===== src/rtl/genius_pkg.sv =====
// Shared types for the Genius colour-sequence player: colour codes,
// playback states and the colour-to-LED decode.
package genius_pkg;

  typedef enum logic [1:0] {
    GREEN  = 2'd0,
    RED    = 2'd1,
    BLUE   = 2'd2,
    YELLOW = 2'd3
  } color_t;

  typedef enum logic [1:0] {
    IDLE,
    ON,
    GAP,
    DONE
  } play_state_t;

  // One LED per colour; bit position equals the colour code.
  function automatic logic [3:0] onehot_color(color_t c);
    return 4'b0001 << c;
  endfunction

endpackage


===== src/rtl/genius_flash_timer.sv =====
// Loadable down-counter used to time LED on and gap phases.
// tc_o is high while the count sits at zero; the counter parks there.
module genius_flash_timer #(
  parameter int WIDTH = 2
) (
  input  logic             clk,
  input  logic             rst_n,
  input  logic             load_i,
  input  logic [WIDTH-1:0] load_val_i,
  output logic             tc_o
);

  logic [WIDTH-1:0] cnt_q, cnt_d;

  // Next count: a load overrides counting, otherwise decrement down to zero.
  always_comb begin
    cnt_d = cnt_q;
    if (load_i) begin
      cnt_d = load_val_i;
    end else if (cnt_q != '0) begin
      cnt_d = cnt_q - WIDTH'(1);
    end
  end

  // Count register.
  always_ff @(posedge clk or negedge rst_n) begin
    if (!rst_n) begin
      cnt_q <= '0;
    end else begin
      cnt_q <= cnt_d;
    end
  end

  assign tc_o = (cnt_q == '0);

endmodule


===== src/rtl/genius_sequence_player.sv =====
// Genius colour-sequence player: append-only colour buffer plus a
// playback FSM that flashes each stored colour as a one-hot LED pattern.
module genius_sequence_player
  import genius_pkg::*;
#(
  parameter int COLOR_WIDTH = 2,
  parameter int MAX_LEN     = 32,
  parameter int ON_CYCLES   = 25_000_000,
  parameter int OFF_CYCLES  = 12_500_000
) (
  input  logic                         clk,
  input  logic                         rst_n,
  input  logic                         wr_en,
  input  logic [COLOR_WIDTH-1:0]       wr_color,
  input  logic                         clear,
  input  logic                         start,
  output logic [2**COLOR_WIDTH-1:0]    led,
  output logic                         busy,
  output logic                         done,
  output logic                         full,
  output logic [$clog2(MAX_LEN+1)-1:0] seq_len
);

  localparam int LED_W   = 2**COLOR_WIDTH;
  localparam int SEQ_W   = $clog2(MAX_LEN+1);
  localparam int IDX_W   = (MAX_LEN > 1) ? $clog2(MAX_LEN) : 1;
  localparam int MAX_CYC = (ON_CYCLES > OFF_CYCLES) ? ON_CYCLES : OFF_CYCLES;
  localparam int TMR_W   = (MAX_CYC > 1) ? $clog2(MAX_CYC) : 1;

  localparam logic [TMR_W-1:0] ON_LOAD  = TMR_W'(ON_CYCLES - 1);
  localparam logic [TMR_W-1:0] OFF_LOAD = TMR_W'(OFF_CYCLES - 1);

  play_state_t            state_q;
  logic [IDX_W-1:0]       idx_q;
  logic [SEQ_W-1:0]       seq_len_q, seq_len_d;
  logic [LED_W-1:0]       led_q;
  logic                   busy_q;
  logic                   done_q;

  logic [COLOR_WIDTH-1:0] buf_q [MAX_LEN];
  logic                   buf_we;

  logic                   in_idle;
  logic                   start_go;
  logic                   on_end;
  logic                   gap_end;
  logic                   last_entry;
  logic                   tmr_load;
  logic [TMR_W-1:0]       tmr_val;
  logic                   tmr_tc;
  logic [IDX_W-1:0]       idx_nxt;
  logic [COLOR_WIDTH-1:0] nxt_color;
  logic [LED_W-1:0]       flash_pat;

  assign in_idle    = (state_q == IDLE);
  assign start_go   = in_idle && start;
  assign on_end     = (state_q == ON) && tmr_tc;
  assign gap_end    = (state_q == GAP) && tmr_tc;
  assign last_entry = ((SEQ_W'(idx_q) + SEQ_W'(1)) == seq_len_q);
  assign full       = (seq_len_q == SEQ_W'(MAX_LEN));

  // Timer is reloaded on entry to every ON or GAP phase.
  assign tmr_load = (start_go && (seq_len_q != '0)) || on_end || (gap_end && !last_entry);
  assign tmr_val  = on_end ? OFF_LOAD : ON_LOAD;

  // Colour shown by the next ON phase: entry 0 from IDLE, else the following entry.
  assign idx_nxt   = in_idle ? '0 : idx_q + IDX_W'(1);
  assign nxt_color = buf_q[idx_nxt];

  if (COLOR_WIDTH == 2) begin : g_pkg_onehot
    assign flash_pat = onehot_color(color_t'(nxt_color));
  end else begin : g_shift_onehot
    assign flash_pat = LED_W'(1) << nxt_color;
  end

  // A start accepted in IDLE takes priority over a same-cycle write or clear,
  // so the length being played never changes under the FSM.
  assign buf_we = in_idle && !start && !clear && wr_en && !full;

  // Sequence length: clear wins over write; frozen outside IDLE.
  always_comb begin
    seq_len_d = seq_len_q;
    if (in_idle && !start) begin
      if (clear) begin
        seq_len_d = '0;
      end else if (wr_en && !full) begin
        seq_len_d = seq_len_q + SEQ_W'(1);
      end
    end
  end

  // Length register.
  always_ff @(posedge clk or negedge rst_n) begin
    if (!rst_n) begin
      seq_len_q <= '0;
    end else begin
      seq_len_q <= seq_len_d;
    end
  end

  // Colour storage; contents are don't-care after reset.
  always_ff @(posedge clk) begin
    if (buf_we) begin
      buf_q[seq_len_q[IDX_W-1:0]] <= wr_color;
    end
  end

  // Playback FSM with registered led/busy/done.
  always_ff @(posedge clk or negedge rst_n) begin
    if (!rst_n) begin
      state_q <= IDLE;
      idx_q   <= '0;
      led_q   <= '0;
      busy_q  <= 1'b0;
      done_q  <= 1'b0;
    end else begin
      case (state_q)
        IDLE: begin
          done_q <= 1'b0;
          if (start) begin
            busy_q <= 1'b1;
            if (seq_len_q != '0) begin
              state_q <= ON;
              idx_q   <= '0;
              led_q   <= flash_pat;
            end else begin
              state_q <= DONE;
              done_q  <= 1'b1;
            end
          end
        end
        ON: begin
          if (tmr_tc) begin
            state_q <= GAP;
            led_q   <= '0;
          end
        end
        GAP: begin
          if (tmr_tc) begin
            if (last_entry) begin
              state_q <= DONE;
              done_q  <= 1'b1;
            end else begin
              state_q <= ON;
              idx_q   <= idx_nxt;
              led_q   <= flash_pat;
            end
          end
        end
        DONE: begin
          state_q <= IDLE;
          busy_q  <= 1'b0;
          done_q  <= 1'b0;
        end
        default: begin
          state_q <= IDLE;
          led_q   <= '0;
          busy_q  <= 1'b0;
          done_q  <= 1'b0;
        end
      endcase
    end
  end

  genius_flash_timer #(
    .WIDTH(TMR_W)
  ) u_timer (
    .clk       (clk),
    .rst_n     (rst_n),
    .load_i    (tmr_load),
    .load_val_i(tmr_val),
    .tc_o      (tmr_tc)
  );

  assign led     = led_q;
  assign busy    = busy_q;
  assign done    = done_q;
  assign seq_len = seq_len_q;

endmodule


===== config.mk =====
export PLATFORM = sky130hd
export DESIGN_NAME = genius_sequence_player
export DESIGN_NICKNAME = d
export VERILOG_FILES = /design/src/rtl/genius_pkg.sv /design/src/rtl/genius_flash_timer.sv /design/src/rtl/genius_sequence_player.sv
export SDC_FILE = /design/constraint.sdc
export NUM_CORES = 1
export LEC_CHECK = 0
export CORE_AREA = 2 2 111 113
export CTS_CLUSTER_SIZE = 28
export DETAILED_ROUTE_END_ITERATION = 16
export DIE_AREA = 0 0 113 115
export GPL_TIMING_DRIVEN = 0
export HOLD_SLACK_MARGIN = 0.12
export PLACE_DENSITY = 0.66
export SLEW_MARGIN = 25
export SYNTH_ARGS = -nofsm -noshare
export SYNTH_HDL_FRONTEND = slang
export SYNTH_SLANG_ARGS = --single-unit
export TNS_END_PERCENT = 1

===== constraint.sdc =====
create_clock -name clk -period 2.7 [get_ports clk]
set_input_delay 0.405 -clock clk [delete_from_list [all_inputs] [get_ports clk]]
set_output_delay 0.405 -clock clk [all_outputs]
set_load 0.01 [all_outputs]

==> results.toml, run 1 <==
[global_routing]
track_usage_pct = 19.6
antenna_found_initial = 0
grt.overflow.total = 0
grt_max_degree = 33
grt_pass1_vias = 3849
grt_first_pass_wirelength_mm = 19.6

[worst_setup_path]
crit_arrival_ns = 3.08
cp_num_cells = 8
cp_num_buf_inv = 1
cp_max_fo = 5
r2r-end = "led[2]"
endpoint_kind = "register"
r2r_cells = 8
r2r_slack_ns = -0.09
worst_path_largest_cell_delay_ns = 0.55
startpoint = "u_timer.cnt_q[19]"
crit_type = "reg2reg"
worstSetupEndpoint = "led[2]"
r2r_start = "u_timer.cnt_q[19]"
cp_data_required_time_ns = 2.99
critPathLaunchType = "register"
crit_family = "simple AND/OR/NAND/NOR gates"
timing.critical_path.cells = "or4_4, or3_4, or3_1, buf_6, a311o_4, o21ai_4, or3b_1, nand3_1"
cp_slowest_cell = "or4_4"

[drt]
drt_iter0_drc = 232
drt-pass1-iter-count = 11
vias = 3801
wl_per_cell_um = 18.0
wl_mm = 12.0
postRouteAntennaNets = 0
drc = 1
vias_per_cell = 5.71

[timing]
fin_crit_sh_pct = 103
whs_ns = 0.504
final.min_clock_period_ns = 2.79
hold_violations = 0
relSlewSlack_pct = 60.6
setup_tns_ns = -0.317
drv_slew = 0
worstMarginPinSlew_ns = 0.590
rsz0062_at_grt = "true"
fmax_mhz = 359
final-setup-viol-count = 7
timing.final.ws_setup_ns = -0.0857
skew_ns = 0.0137

[power]
powerDensity_nw_per_um2 = 923
power.total_mw = 5.65
peakVddDrop_uv = 469
power_leakage_nw = 2.14

[synthesis]
ys_warn_count = 0
yosys.cell_types.count = 55
yosys_register_bits = 108
synthFlopType = "edfxtp_1"
netlist_instances = 471
synth_edf_count = 64
yosysSeqAreaShare_pct = 57.8
async_flop_share_pct = 40.7
synth_area_per_cell_um2 = 11.1
syn_area_um2 = 5230
syn_nets = 484

[run_status]
outcome = "complete, but fails checks"
violations = "design-rule violations, negative setup slack"

[final_layout]
layout_common_cells = "edfxtp_1, nor2_1, nand2_1, dfrtp_1, o21ai_0"
fin_nets = 527
area.growth.synth_to_final_pct = 17.2
layout.cells.non_filler = 666
final_cell_area_um2 = 6120
finish.utilization_pct = 51.9
antenna_cells = 0
regArea_um2 = 3020
n_fill_cell = 1058
multiInputGateArea_um2 = 2160
layout_commonest_cell = "edfxtp_1"
drive_above_1_share_pct = 14.3

[clocking]
h-tree-depth = 3
clk_pin_slew_ns = 0.08
clockBufferDepth = 2
numCtsBuffers = 9
clock_latency_ns = 0.36
cts-root-buf = "clkbuf_16"
cts_tree = "done"
clock-sinks = 108

[run]
maxCapViolations = 0

[floorplan]
die_x_um = 113
die_y_um = 115
fp.coreArea_um2 = 11800
rows = 40
initial_core_util_pct = 44.2
die_area_um2 = 13000
io_pins = 20

[worst_hold_path]
min_path_type = "in2async"

[placed_design]
pre_cts_ws_ns = -0.776
port_buffers = 19
place_inst = 638
hpwl_mm = 8.01
place_congestion = 0.792
placed_area_um2 = 5630
[flip-flops by register name (all words and copies together) (netlist names)]
| signal | count |
|---|---|
| done | 1 |
| busy | 1 |
| led | 4 |
| state_q | 2 |
| idx_q | 5 |
| seq_len | 6 |
| u_timer.cnt_q | 25 |
| buf_q | 64 |
[worst register-to-register path, cell delays in order, from the launching register on]
cell,delay (ns)
dfrtp_1,0.39
or4_4,0.55
or3_4,0.34
or3_1,0.36
buf_6,0.14
a311o_4,0.36
o21ai_4,0.15
or3b_1,0.36
nand3_1,0.09
[what timing repair did]
item,in CTS,in global routing
pin swaps,7,1
hold endpoints to repair,15,0
setup endpoints to repair,90,89
resized for setup,21,20
hold buffers,1,0
setup buffers,13,0
[worst min-delay path by stage]
| stage | startpoint | to | slack [ns] |
|---|---|---|---|
| after floorplan | rst_n | busy | 0.11 |
| after global placement | u_timer.cnt_q[24] | u_timer.cnt_q[24] | 0.47 |
| after detailed placement | rst_n | u_timer.cnt_q[4] | 0.35 |
| after CTS | rst_n | led[2] | 0.50 |
| after global routing | rst_n | led[2] | 0.53 |
| final | rst_n | led[3] | 0.50 |
[cell usage after synthesis (9+ instances only)]
cell type | n | area share [%]
edfxtp_1 | 64 | 37
nor2_1 | 50 | 3.6
nand2_1 | 48 | 3.4
dfrtp_1 | 44 | 21
o21ai_0 | 31 | 3.0
clkbuf_1 | 19 | 1.4
xor2_1 | 19 | 3.2
a21oi_1 | 18 | 1.7
nor3_1 | 15 | 1.4
xnor2_1 | 13 | 2.2
inv_1 | 12 | 0.86
or3_1 | 11 | 1.3
nand2b_1 | 10 | 1.2
mux2i_1 | 9 | 1.7
nand3_1 | 9 | 0.86
nor4_1 | 9 | 1.1
[routing by layer]
| metal | up-vias | global-route usage [%] | part of all wire [%] |
|---|---|---|---|
| met4 | 0 | 7.72 | 2.0 |
| li1 | 1808 | - | - |
| met1 | 1888 | 24.6 | 44 |
| met2 | 89 | 32.9 | 49 |
| met3 | 16 | 4.69 | 4.7 |
| met5 | - | 0 | 0 |
[cells by family (layout without fill, tap and decap cells)]
logic type               Yosys count  in the layout  share of synthesized area [%]
AO/OA/AOI/OAI                     92             92                           11.6
XOR/XNOR                          32             32                           5.36
adder cells (fa/ha/maj)            6              6                           1.44
buffers and inverters             36             84                           2.66
flip-flops                       108            108                           57.8
multiplexers                      15             15                           3.88
AND/OR/NAND/NOR                  182            182                           17.2
[where the power goes]
group          switching, mW  internal [mW]  leakage [nW]
Sequential             0.224           1.95          1.09
Combinational           1.28          0.913         0.902
Clock                  0.641          0.649         0.140
Total                   2.14           3.51          2.14
[final cells by class]
class | count | share of cell area, %
Buffer | 22 | 1.92
Inverter | 12 | 0.735
Multi-Input combinational cell | 327 | 35.3
Sequential cell | 108 | 49.4
Clock buffer | 9 | 3.68
Tap cell | 147 | 3.00
Timing Repair Buffer | 34 | 4.94
Clock inverter | 7 | 1.10
Power figures use the tool's default switching activity.
==> run 2, diff against run 1 <==
--- a/config.mk
+++ b/config.mk
@@ -9,7 +9,6 @@
 export CTS_CLUSTER_SIZE = 28
 export DETAILED_ROUTE_END_ITERATION = 16
 export DIE_AREA = 0 0 113 115
-export GPL_TIMING_DRIVEN = 0
 export HOLD_SLACK_MARGIN = 0.12
 export PLACE_DENSITY = 0.66
 export SLEW_MARGIN = 25
==> constraint.sdc (replaced) <==
create_clock -name clk -period 2.7 [get_ports clk]
set_input_delay 0.81 -clock clk [delete_from_list [all_inputs] [get_ports clk]]
set_output_delay 0.81 -clock clk [all_outputs]
set_load 0.01 [all_outputs]
==> results.toml, run 2 (synthesis results as in run 1) <==
[run_status]
outcome = "complete, but fails checks"
violations = "design-rule violations"

[final_layout]
multiInputGateArea_um2 = 2110
fin_nets = 534
area.growth.synth_to_final_pct = 18.5
regArea_um2 = 3020
layout_commonest_cell = "edfxtp_1"
n_fill_cell = 1020
largest_reg_flops = 64
drive_above_1_share_pct = 16.2
antenna_cells = 0
layout_common_cells = "edfxtp_1, nor2_1, nand2_1, dfrtp_1, buf_4"

[global_routing]
grt_pass1_vias = 3821
grt_first_pass_wirelength_mm = 19.2
track_usage_pct = 19.1
grt_max_degree = 33
grt.overflow.total = 0
antenna_found_initial = 0

[worst_setup_path]
r2r-end = "led[2]"
r2r_start = "u_timer.cnt_q[19]"
crit_type = "reg2reg"
r2r_cells = 7
critPathLaunchType = "register"
cp_slowest_cell = "or4_4"
worst_path_largest_cell_delay_ns = 0.53
cp_max_fo = 4
cp_data_required_time_ns = 2.99
endpoint_kind = "register"
r2r_slack_ns = 0.04
timing.critical_path.cells = "or4_4, or3_1, or3_4, a311o_4, o21ai_4, or3b_1, nand3_1"
crit_arrival_ns = 2.94

[timing]
rsz0062_at_grt = "true"
final-setup-viol-count = 0
relSlewSlack_pct = 55.8
worstMarginPinSlew_ns = 0.663
drv_slew = 0
fmax_mhz = 376
final.min_clock_period_ns = 2.66
whs_ns = 0.483
timing.final.ws_setup_ns = 0.0419
skew_ns = 0.0142
hold_violations = 0
fin_crit_sh_pct = 98.4

[run]
maxCapViolations = 0

[floorplan]
initial_core_util_pct = 44.2
io_pins = 20
die_x_um = 113
fp.coreArea_um2 = 11800
die_y_um = 115
die_area_um2 = 13000
rows = 40

[drt]
postRouteAntennaNets = 0
drc = 1
vias_per_cell = 5.49
wl_mm = 11.4
drt-pass1-iter-count = 10
wl_per_cell_um = 16.9
drt_iter0_drc = 207
vias = 3696

[clocking]
numCtsBuffers = 9
cts_hold_buf = 0
h-tree-depth = 3
cts_tree = "done"
clock_latency_ns = 0.36
clockBufferDepth = 2
clk_pin_slew_ns = 0.07
cts-root-buf = "clkbuf_16"
clock-sinks = 108

[placed_design]
place_congestion = 0.861
hpwl_mm = 7.82
pre_cts_ws_ns = -0.0533
port_buffers = 19

[power]
p_seq_share_pct = 37.8
power_frac_comb_pct = 39.3
power.total_mw = 5.62
internal_power_mw = 3.56
peakVddDrop_uv = 478
power.net_switching_mw = 2.06
powerDensity_nw_per_um2 = 908
switching_share_pct = 36.6
power_leakage_nw = 2.21
clock_power_share_pct = 22.9

[worst_hold_path]
min_path_type = "in2async"
[run 2: cell count changes in the layout (fill, tap and decap cells not counted), sizes merged]
cell	before	now
buf	24	45
clkbuf	24	9
clkdlybuf4s50	16	18
dlygate4sd3	1	0
[run 2: layout make-up]
class                           count  share of cell area, %
Clock buffer                        9                   3.64
Clock inverter                      7                   1.11
Inverter                           12                  0.727
Multi-Input combinational cell    327                   34.1
Sequential cell                   108                   48.8
Tap cell                          147                   2.97
Timing Repair Buffer               63                   8.59
[run 2: metrics by stage]
stage	cells	TNS (ns)	utilization [%]	cell area [um^2]
2_1_floorplan	471	-0.370	-	5240
3_3_place_gp	656	0	49.4	5840
3_5_place_dp	656	-0.0533	49.4	5840
4_1_cts	673	0	52.1	6150
5_1_grt	673	-0.0541	52.4	6190
6_report	673	0	52.4	6190
[run 2: routing by layer]
metal / vias to the layer above / GRT usage, % / part of all wire [%]
met5: - / 0 / 0
met4: 0 / 8.37 / 2.0
met3: 18 / 4.74 / 4.6
met2: 86 / 30.9 / 49
met1: 1767 / 24.7 / 44
li1: 1825 / - / -
[run 2: critical path: cells and delay by family (launching register included)]
family          cells  cell delay [ns]
compound gates      2             0.51
flops               1             0.38
simple gates        5             1.71
[run 2: worst max path at each step]
stage	startpoint	to	slack, ns	depth (start not counted)
6_report	u_timer.cnt_q[19]	led[2]	0.04	7
5_1_grt	u_timer.cnt_q[19]	led[2]	-0.05	7
4_1_cts	u_timer.cnt_q[19]	led[2]	0.00009	7
3_5_place_dp	u_timer.cnt_q[19]	led[0]	-0.05	7
3_3_place_gp	u_timer.cnt_q[19]	led[0]	0.05	7
2_1_floorplan	u_timer.cnt_q[12]	led[2]	-0.11	9
[run 2: timing repair]
item / in CTS / in global routing
resized for setup: 4 / 10
pin swaps: 0 / 0
setup buffers: 1 / 0
setup endpoints to repair: 4 / 18
cloned: 0 / 0
[run 2: power groups by stage]
stage | clock network [mW] | logic (mW) | registers [mW]
finish | 1.29 | 2.21 | 2.13
global route | 1.38 | 2.46 | 2.16
CTS | 1.32 | 2.18 | 2.13
detailed placement | 0 | 2.14 | 2.17
global placement | 0 | 2.09 | 2.17
floorplan | 0 | 1.38 | 2.17
==> run 3, diff against run 2 <==
--- a/config.mk
+++ b/config.mk
@@ -9,6 +9,7 @@
 export CTS_CLUSTER_SIZE = 28
 export DETAILED_ROUTE_END_ITERATION = 16
 export DIE_AREA = 0 0 113 115
+export GPL_TIMING_DRIVEN = 0
 export HOLD_SLACK_MARGIN = 0.12
 export PLACE_DENSITY = 0.66
 export SLEW_MARGIN = 25
==> results.toml, run 3 (synthesis results as in run 1) <==
[timing]
drv_slew = 0
setup_tns_ns = -0.324
hold_violations = 0
timing.final.ws_setup_ns = -0.0868
fin_crit_sh_pct = 103
worstMarginPinSlew_ns = 0.577
skew_ns = 0.0124
fmax_mhz = 359
final.min_clock_period_ns = 2.79
relSlewSlack_pct = 61.6
rsz0062_at_grt = "true"
final-setup-viol-count = 7

[worst_setup_path]
timing.critical_path.cells = "or4_4, or3_4, or3_1, buf_6, a311o_4, o21ai_4, or3b_1, nand3_1"
cp_num_buf_inv = 1
critPathLaunchType = "register"
crit_arrival_ns = 3.08
cp_slowest_cell = "or4_4"
cp_max_fo = 5
crit_type = "reg2reg"
cp_data_required_time_ns = 3.00
worst_path_largest_cell_delay_ns = 0.55
endpoint_kind = "register"
crit_family = "simple AND/OR/NAND/NOR gates"

[global_routing]
met3_usage_pct = 4.69
grt_pass1_vias = 3847
grt_first_pass_wirelength_mm = 19.6
met1_usage_pct = 24.6
met2_usage_pct = 32.9
grt_max_degree = 33
track_usage_pct = 19.6
grt.busiest_layer = "met2"
grt.overflow.total = 0
antenna_found_initial = 0

[placed_design]
hpwl_mm = 8.01
port_buffers = 19
place_congestion = 0.792
place_inst = 638

[power]
clock_power_share_pct = 22.8
switching_share_pct = 37.9
power.net_switching_mw = 2.15
internal_power_mw = 3.51
power_frac_comb_pct = 38.8
p_seq_share_pct = 38.4
power_leakage_nw = 2.13
powerDensity_nw_per_um2 = 925
peakVddDrop_uv = 469

[drt]
postRouteAntennaNets = 0
drc = 1
drt_iter0_drc = 232
vias_per_cell = 5.67
wl_mm = 12.0
wl_per_cell_um = 18.0
vias = 3773
drt-pass1-iter-count = 10

[final_layout]
finish.utilization_pct = 51.8
layout_common_cells = "edfxtp_1, nor2_1, nand2_1, dfrtp_1, o21ai_0"
area.growth.synth_to_final_pct = 17.0
antenna_cells = 0
layout.cells.non_filler = 665
drive_above_1_share_pct = 14.7
fin_nets = 526
largest_reg_flops = 64
layout_commonest_cell = "edfxtp_1"

[clocking]
clockBufferDepth = 2
h-tree-depth = 3
cts_tree = "done"
cts_hold_buf = 0
clock_latency_ns = 0.36
clock-sinks = 108
cts-root-buf = "clkbuf_16"
numCtsBuffers = 9
clk_pin_slew_ns = 0.08

[worst_hold_path]
min_path_type = "in2async"

[floorplan]
die_area_um2 = 13000
die_y_um = 115
die_x_um = 113
initial_core_util_pct = 44.2
io_pins = 20
fp.coreArea_um2 = 11800
rows = 40

[run_status]
violations = "design-rule violations, negative setup slack"
outcome = "complete, but fails checks"

[run]
maxCapViolations = 0
-- run 3: power by group through the flow --
stage / sequential, mW / combinational, mW / clock [mW]
after floorplan: 2.17 / 1.38 / 0
after global placement: 2.18 / 1.94 / 0
after detailed placement: 2.19 / 2.00 / 0
after CTS: 2.16 / 2.09 / 1.32
after global routing: 2.21 / 2.39 / 1.38
final: 2.17 / 2.19 / 1.29
-- run 3: layout make-up --
class	count	area, um^2
well taps	147	184
inverters	12	45.0
fillers	1059	5700
multi-input cells	327	2160
clock buffers	9	225
flip-flops and latches	108	3030
plain buffers	22	118
repair buffers	33	292
clock inverters	7	67.6
-- run 3: metrics by stage --
step	hold slack, ns	power [mW]	setup WS [ns]	area, um^2
2_1_floorplan	0.454	3.55	-0.114	5240
3_3_place_gp	0.471	4.13	-0.731	5620
3_5_place_dp	0.485	4.19	-0.776	5630
4_1_cts	0.368	5.57	-0.134	6060
5_1_grt	0.391	5.98	-0.151	6120
6_report	0.369	5.66	-0.0868	6120
-- run 3: worst paths after layout --
kind                                   end               from  depth (start not counted)  slack, ns
worst min-delay path                led[3]              rst_n                          1       0.37
min in group clk                    led[2]             led[2]                          2       0.50
worst max-delay path                led[2]  u_timer.cnt_q[19]                          8      -0.09
max in group asynchronous       seq_len[0]              rst_n                          2       1.84
worst min register to register      led[2]             led[2]                          2       0.50
worst max register to register      led[2]  u_timer.cnt_q[19]                          8      -0.09
-- run 3: timing repair --
action,4_1_cts,5_1_grt
endpoints found under the setup margin,91,89
pin swaps,7,1
gates resized for setup,24,20
setup buffers,13,0
-- run 3: routing by layer --
metal  routed length [um]  part of all wire (%)
met2                 5810                    48
met1                 5310                    44
met4                  254                   2.1
met3                  620                   5.2
met5                    0                     0
